## config.mk

```make
export PLATFORM = sky130hd
export DESIGN_NAME = mem_port_arbiter
export DESIGN_NICKNAME = d
export VERILOG_FILES = /design/src/rtl/mem_port_arbiter.sv
export SDC_FILE = /design/constraint.sdc
export NUM_CORES = 1
export LEC_CHECK = 0
export BUFFER_PORTS_ARGS = -buffer_cell sky130_fd_sc_hd__buf_2
export CAP_MARGIN = 30
export CORE_AREA = 2 2 195 197
export DETAILED_ROUTE_END_ITERATION = 8
export DIE_AREA = 0 0 197 199
export MAX_ROUTING_LAYER = met4
export PLACE_DENSITY = 0.6
export RECOVER_POWER = 50
export SETUP_SLACK_MARGIN = 0.5
export SYNTH_ARGS = -nofsm -noshare
export SYNTH_HDL_FRONTEND = slang
export SYNTH_SLANG_ARGS = --single-unit
```

## constraint.sdc

```tcl
create_clock -name clk -period 2 [get_ports clk]
set_input_delay 0.6 -clock clk [delete_from_list [all_inputs] [get_ports clk]]
set_output_delay 0.6 -clock clk [all_outputs]
set_load 0.05 [all_outputs]
```

## src/rtl/mem_port_arbiter.sv

```systemverilog
// Two-port round-robin arbiter for a single memory port.
// One transaction at a time: IDLE -> WAIT (mem_req held until ack or timeout) -> RESP.
module mem_port_arbiter #(
   parameter int ADDR_WIDTH     = 32,
   parameter int DATA_WIDTH     = 64,
   parameter int TIMEOUT_CYCLES = 64
) (
   input  logic                  clk,
   input  logic                  rst,
   input  logic                  req0_valid,
   input  logic                  req0_we,
   input  logic [ADDR_WIDTH-1:0] req0_addr,
   input  logic [DATA_WIDTH-1:0] req0_wdata,
   output logic                  req0_ready,
   output logic                  rsp0_valid,
   output logic [DATA_WIDTH-1:0] rsp0_rdata,
   output logic                  rsp0_err,
   input  logic                  req1_valid,
   input  logic                  req1_we,
   input  logic [ADDR_WIDTH-1:0] req1_addr,
   input  logic [DATA_WIDTH-1:0] req1_wdata,
   output logic                  req1_ready,
   output logic                  rsp1_valid,
   output logic [DATA_WIDTH-1:0] rsp1_rdata,
   output logic                  rsp1_err,
   output logic                  mem_req,
   output logic                  mem_we,
   output logic [ADDR_WIDTH-1:0] mem_addr,
   output logic [DATA_WIDTH-1:0] mem_wdata,
   input  logic                  mem_ack,
   input  logic [DATA_WIDTH-1:0] mem_rdata,
   output logic                  busy,
   output logic                  owner
);

   localparam int CW = $clog2(TIMEOUT_CYCLES + 1);
   localparam logic [CW-1:0] CNT_LAST = CW'(TIMEOUT_CYCLES - 1);

   typedef enum logic [1:0] {IDLE, WAIT, RESP} state_t;

   state_t        state;
   logic [CW-1:0] cnt;
   logic          gnt0, gnt1;
   logic          done;
   logic [DATA_WIDTH-1:0] cap;

   // owner doubles as last_grant: on a tie the port that did not win last time goes.
   assign gnt0 = !rst && (state == IDLE) && req0_valid && (!req1_valid || owner);
   assign gnt1 = !rst && (state == IDLE) && req1_valid && (!req0_valid || !owner);
   assign req0_ready = gnt0;
   assign req1_ready = gnt1;
   assign busy = (state != IDLE);

   // ack wins over timeout on the last allowed cycle
   assign done = mem_ack || (cnt == CNT_LAST);
   assign cap  = (mem_ack && !mem_we) ? mem_rdata : '0;

   always_ff @(posedge clk) begin
      if (rst) begin
         state      <= IDLE;
         cnt        <= '0;
         mem_req    <= 1'b0;
         mem_we     <= 1'b0;
         mem_addr   <= '0;
         mem_wdata  <= '0;
         rsp0_valid <= 1'b0;
         rsp0_rdata <= '0;
         rsp0_err   <= 1'b0;
         rsp1_valid <= 1'b0;
         rsp1_rdata <= '0;
         rsp1_err   <= 1'b0;
         owner      <= 1'b1;
      end else begin
         case (state)
            IDLE: begin
               if (gnt0 || gnt1) begin
                  state     <= WAIT;
                  mem_req   <= 1'b1;
                  mem_we    <= gnt1 ? req1_we    : req0_we;
                  mem_addr  <= gnt1 ? req1_addr  : req0_addr;
                  mem_wdata <= gnt1 ? req1_wdata : req0_wdata;
                  owner     <= gnt1;
                  cnt       <= '0;
               end
            end
            WAIT: begin
               if (done) begin
                  state      <= RESP;
                  mem_req    <= 1'b0;
                  rsp0_valid <= !owner;
                  rsp1_valid <= owner;
                  rsp0_err   <= !owner && !mem_ack;
                  rsp1_err   <= owner && !mem_ack;
                  rsp0_rdata <= owner ? '0 : cap;
                  rsp1_rdata <= owner ? cap : '0;
               end else begin
                  cnt <= cnt + CW'(1);
               end
            end
            RESP: begin
               state      <= IDLE;
               rsp0_valid <= 1'b0;
               rsp0_rdata <= '0;
               rsp0_err   <= 1'b0;
               rsp1_valid <= 1'b0;
               rsp1_rdata <= '0;
               rsp1_err   <= 1'b0;
            end
            default: state <= IDLE;
         endcase
      end
   end

endmodule

```

==> results of run 1 <==
[cell type report]
type                    count  area share (%)
diodes                     11           0.166
clock buffers              37            4.59
clock inverters            11           0.851
inverters                   4           0.136
multi-input cells         842            29.8
flip-flops and latches    240            30.8
well taps                 474            3.57
repair buffers            631            30.0
[flip-flops by register name (all words and copies together) (netlist names)]
register / flops
rsp0_valid: 1
rsp0_err: 1
mem_wdata: 64
rsp1_err: 1
rsp0_rdata: 64
state: 2
cnt: 7
mem_addr: 32
owner: 1
mem_req: 1
mem_we: 1
rsp1_valid: 1
rsp1_rdata: 64
[cell usage after synthesis (2+ instances only)]
cell	count	area, um2
a211o_1	3	26.3
a21o_1	2	15.0
a21oi_1	2	10.0
a31oi_1	97	607
and3_1	3	18.8
buf_1	2	7.51
buf_2	36	180
buf_4	10	75.1
buf_6	9	101
clkbuf_1	38	143
dfxtp_1	240	4800
inv_1	3	11.3
mux2i_1	130	1300
nand2_1	459	1720
nand2b_1	3	18.8
nand3_1	3	15.0
nand4_1	2	12.5
nand4b_1	2	17.5
nor2_1	3	11.3
nor2_2	3	18.8
nor2b_1	2	12.5
nor3_1	3	15.0
nor4_1	2	12.5
nor4b_1	2	17.5
o21ai_0	85	425
o21ai_1	18	90.1
[through the flow]
stage | std cells | area [um2] | worst slack (ns) | setup TNS [ns] | hold slack (ns)
2_1_floorplan | 1180 | 10100 | 0.230 | 0 | 0.461
3_3_place_gp | 2102 | 13100 | 0.0234 | 0 | 0.438
3_5_place_dp | 2102 | 13100 | 0.0193 | 0 | 0.445
5_1_grt | 2249 | 16600 | -0.161 | -3.81 | 0.289
4_1_cts | 2205 | 17300 | -0.169 | -0.242 | 0.272
6_report | 2250 | 16600 | -0.0778 | -0.147 | 0.304
[worst max-delay path, cell delays in order, from the launching register on]
cell and delay [ns]:
dfxtp_2 0.34, nor3_4 0.18, buf_6 0.13, nand3_4 0.08
clkinv_4 0.07, buf_12 0.13
[timing repair]
item,in CTS,in global routing
setup endpoints to repair,467,472
pin swaps,8,32
cloned,12,18
gates resized for setup,900,183
buffers inserted,43,16
[report_power, final]
part | switching [mW] | internal (mW) | total [mW]
combinational | 2.10 | 1.36 | 3.45
sequential | 0.199 | 5.09 | 5.29
clock | 2.07 | 3.05 | 5.12
[cell usage in the layout (no fill, tap or decap), types with 3 or more instances in the layout]
| cell type | netlist | routed |
|---|---|---|
| buf_2 | 36 | 265 |
| clkbuf_8 | 0 | 5 |
| buf_16 | 0 | 10 |
| buf_8 | 0 | 63 |
| and3_1 | 3 | 3 |
| clkbuf_4 | 0 | 4 |
| bufinv_16 | 0 | 3 |
| dfxtp_4 | 0 | 9 |
| clkinv_2 | 0 | 4 |
| o21ai_2 | 0 | 34 |
| o21ai_0 | 85 | 43 |
| dfxtp_1 | 240 | 7 |
| mux2i_1 | 130 | 128 |
| nand3_1 | 3 | 3 |
| a31oi_1 | 97 | 87 |
| clkbuf_2 | 0 | 170 |
| nor3_1 | 3 | 3 |
| clkinvlp_4 | 0 | 3 |
| nand2_2 | 0 | 4 |
| clkbuf_1 | 38 | 6 |
| clkbuf_16 | 0 | 41 |
| a211o_1 | 3 | 3 |
| o21ai_1 | 18 | 24 |
| buf_4 | 10 | 58 |
| bufbuf_16 | 0 | 3 |
| nand2_4 | 0 | 4 |
| dfxtp_2 | 0 | 224 |
| nor2_4 | 0 | 4 |
| a31oi_4 | 0 | 10 |
| buf_6 | 9 | 21 |
| diode_2 | 0 | 11 |
| buf_12 | 0 | 22 |
| nand2_1 | 459 | 451 |
[worst max path at each step]
stage / end / slack (ns) / cells past startpoint
4_1_cts: req1_ready / -0.17 / 5
3_3_place_gp: req1_ready / 0.02 / 6
2_1_floorplan: req1_ready / 0.23 / 4
5_1_grt: rsp0_rdata[17] / -0.16 / 7
6_report: req1_ready / -0.08 / 5
3_5_place_dp: req1_ready / 0.02 / 6
[cell families (layout without fill, tap and decap cells)]
kind of cell	count (synthesis)	in the layout	share of synthesized area [%]
AND/OR/NAND/NOR	498	498	20.3
multiplexers	130	130	13.2
AO/OA/AOI/OAI	212	213	12.4
flip-flops	240	240	48.7
other	0	11	0
adder cells (fa/ha/maj)	1	1	0.127
buffers and inverters	99	683	5.29
[per-layer routing]
| layer | vias up | GRT usage (%) |
|---|---|---|
| met3 | 135 | 5.90 |
| met2 | 486 | 37.1 |
| met4 | 0 | 8.74 |
| met1 | 5234 | 21.7 |
| li1 | 5147 | - |
| met5 | - | - |
==> flow_summary.ini, run 1 <==
[run]
cap_violations = 0

[layout]
final_nets = 2010
final_util_pct = 44.7
syn2layout_area_growth_pct = 68.4
multi_input_area_um2 = 4960
fill_cells = 3441
drive_gt1_share_pct = 55.6
seqCellArea_um2 = 5120

[global_route]
grt_max_degree = 100
grt_pass1_wl_um = 61800
grt_pass1_vias = 10900
grt-ovfl-total = 0
antenna_found_initial = 17
grt.total_usage_pct = 20.9

[clock_network]
clk_pin_slew_worst_paths_ns = 0.06
root_buffer = clkbuf_16
clockBufferDepth = 3
clock_sinks = 240
cts_made_buffers = 27
insertion_delay_ns = 0.54
htree_num_levels = 1
cts_tree = yes
cts.hold.buffers_added = 0

[critical_path]
regToRegStartpoint = cnt[1]
rr_worst_depth = 7
crit_start = state[1]
worstPathMaxFanout = 2
end_kind = output pin
startpoint_type = flip-flop
rrSetupSlack_ns = -0.04
cp.arrival_ns = 1.48
worstSetupPathType = reg -> out
rr_endpoint = rsp0_rdata[17]
crit_required_ns = 1.40

[synth]
synth_nets = 1444
syn_area_um2 = 9860
syn_inst = 1180
synthFlopType = dfxtp_1
synthArstFlopShare_pct = 0
ys_ff_latch = 240
avgSynthCellArea_um2 = 8.36
synth_edf_count = 0
synth_cell_types = 44
ys.warnings.count = 0
synth_seq_area_share_pct = 48.7

[timing]
relSlewSlack_pct = 37.0
layout_worst_path_cycle_share_pct = 104
drv_slew = 0
rsz0062_at_grt = yes
hold_viol_final = 0
clock_skew_ns = 0.0125
setup_viol = 3
clock.fmax_mhz = 481
fin_ws_ns = -0.0778
worst_pin_slew_ns = 0.946
fin_crit_ns = 2.08

[placement]
dp.final_hpwl_um = 27700
gp_congestion = 0.893
portBuffers = 496

[routing]
drc = 0
met3_length_um = 3680
vias = 11000
ant_nets = 0
firstDrtPassIters = 5
vias_per_cell = 4.89
wl_met1_um = 16700
totalWireLength_um = 45500
wl_per_cell_um = 20.2
drtIter0Drc = 464
met2WireLength_um = 22900
routed.top_layer = met4

[floorplanning]
die_area_um2 = 39200
core_area_um2 = 37100
rows = 71
boundaryPins = 497
fp.dieH_um = 199
dieWidth_um = 197
start_util_pct = 26.6

[hold_path]
holdPathEnd = mem_wdata[60]
min_from = req0_wdata[60]
hold_class = in -> reg
hold_path_depth = 3

[power_and_ir_drop]
ir_drop_v = 0.000588
power_leakage_nw = 7.27
total_power_mw = 13.9
power.density_nw_per_um2 = 834

[status]
violations = negative setup slack
outcome = finished, violations left
Power figures use the tool's default switching activity.
==> run 2, diff against run 1 <==
--- a/config.mk
+++ b/config.mk
@@ -11,7 +11,7 @@
 export DETAILED_ROUTE_END_ITERATION = 8
 export DIE_AREA = 0 0 197 199
 export MAX_ROUTING_LAYER = met4
-export PLACE_DENSITY = 0.6
+export PLACE_DENSITY = 0.61
 export RECOVER_POWER = 50
 export SETUP_SLACK_MARGIN = 0.5
 export SYNTH_ARGS = -nofsm -noshare
==> run 2 against run 1 <==
Against the previous run:
- the flow still finishes with violations (negative setup slack)
- fmax decreased by 14%
- critical path depth increased by 5
- register-to-register slack got worse by 0.38 ns
- sequential share of layout area decreased by 4.3 points
- sequential power increased by 0.8%
- non-clock buffer count increased by 65
- count of clock-buffer cells in the layout increased by 6
- clock skew decreased by 0.0021 ns
- final cell count increased by 3.3%
- setup slack got worse by 0.35 ns
- first-iteration DRC count increased by 26%
- via count increased by 6.4%
- critical endpoint is now rsp0_rdata[15]
==> flow_summary.ini, run 2 (synthesis results as in run 1) <==
[global_route]
grt_pass1_wl_um = 61300
met2_usage_pct = 35.6
grt_util_met1_pct = 21.7
grt_max_degree = 73
met3_usage_pct = 5.29
grt.busiest_layer = met2
antenna_found_initial = 18
grt_pass1_vias = 11000
grt.total_usage_pct = 20.7
grt-ovfl-total = 0

[clock_network]
clk_pin_slew_worst_paths_ns = 0.07
cts.hold.buffers_added = 0
insertion_delay_ns = 0.54
clock_sinks = 240
clockBufferDepth = 3
root_buffer = clkbuf_16
cts_made_buffers = 27
htree_num_levels = 1
cts_tree = yes

[run]
cap_violations = 0

[floorplanning]
rows = 71
boundaryPins = 497
core_area_um2 = 37100
fp.dieH_um = 199
start_util_pct = 26.6
die_area_um2 = 39200
dieWidth_um = 197

[layout]
layout_commonest_cell = nand2_1
fill_cells = 2998
reg_top3 = mem_wdata (64), rsp0_rdata (64), rsp1_rdata (64)
drive_gt1_share_pct = 60.3
postLayoutCellArea_um2 = 19500
final_nets = 2075
syn2layout_area_growth_pct = 97.4
most-common-layout-cells = nand2_1 (357), buf_2 (262), dfxtp_2 (212)

[placement]
gp_congestion = 0.887
portBuffers = 496
placedInstanceArea_um2 = 13300
dpl_worst_slack_ns = -0.0664
dp.final_hpwl_um = 27900

[timing]
setup_viol = 10
hold_viol_final = 0
fin_crit_ns = 2.42
rsz0062_at_grt = yes
drv_slew = 0
relSlewSlack_pct = 57.9
layout_worst_path_cycle_share_pct = 121
clock.fmax_mhz = 413
worst_pin_slew_ns = 0.615
fin_ws_ns = -0.423
hold_slack_ns = 0.303
clock_skew_ns = 0.0104

[power_and_ir_drop]
power.density_nw_per_um2 = 748
total_power_mw = 14.6
power_leakage_nw = 8.67
ir_drop_v = 0.000587

[critical_path]
crit_required_ns = 2.37
rrSetupSlack_ns = -0.42
worstPathMaxFanout = 7
worstSetupPathType = reg -> reg
startpoint_type = flip-flop
end_kind = flip-flop
cp.arrival_ns = 2.79

[status]
violations = negative setup slack
outcome = finished, violations left

[routing]
vias = 11700
wl_per_cell_um = 22.2
drtIter0Drc = 584
drc = 0
vias_per_cell = 5.04
totalWireLength_um = 51600
firstDrtPassIters = 5
ant_nets = 0

[hold_path]
hold_class = in -> reg
## run 2: timing repair
action	4_1_cts	5_1_grt
gates cloned	12	30
setup endpoints to repair	470	471
pin swaps	6	107
setup buffers	45	58
gates resized for setup	918	241
## run 2: routing by layer
metal	part of all wire, %	vias to the layer above
li1	-	5279
met1	35	5586
met2	50	658
met3	8.7	184
met4	6.3	0
met5	0	-
## run 2: final timing paths
check	start	to	cells past startpoint
worst min-delay path	req1_wdata[21]	mem_wdata[21]	3
worst max register to register	state[1]	rsp0_rdata[15]	10
worst max-delay path	state[1]	rsp0_rdata[15]	10
worst min register to register	rsp0_rdata[51]	rsp0_rdata[51]	2
## run 2: area by class of cell
cell class / count / area [um2] / share of cell area (%)
multi-input combinational: 842 / 5190 / 26.7
sequential: 240 / 5160 / 26.5
timing repair buffer: 696 / 7530 / 38.7
antenna: 19 / 47.5 / 0.244
clock inverter: 6 / 108 / 0.553
clock buffer: 43 / 826 / 4.24
inverter: 4 / 20.0 / 0.103
tap: 474 / 593 / 3.05
## run 2: critical path, cell delays in order, from the launching register on
cell	delay [ns]
dfxtp_4	0.36
buf_6	0.12
buf_8	0.11
buf_6	0.12
nor2_4	0.08
o21a_1	0.30
buf_12	0.15
buf_16	0.16
buf_6	0.13
buf_16	0.13
mux2i_1	0.55
## run 2: where the power goes
group | switching, mW | internal [mW] | total, mW
sequential | 0.251 | 5.08 | 5.33
combinational | 2.17 | 1.78 | 3.95
clock | 2.10 | 3.20 | 5.29
## run 2: stage by stage
step	setup TNS (ns)	instances	utilization, %
global route	-1.42	2321	52.4
floorplan	0	1180	-
global placement	-0.0710	2111	35.7
detailed placement	-0.0962	2111	35.7
finish	-0.916	2324	52.4
CTS	-0.441	2217	47.1
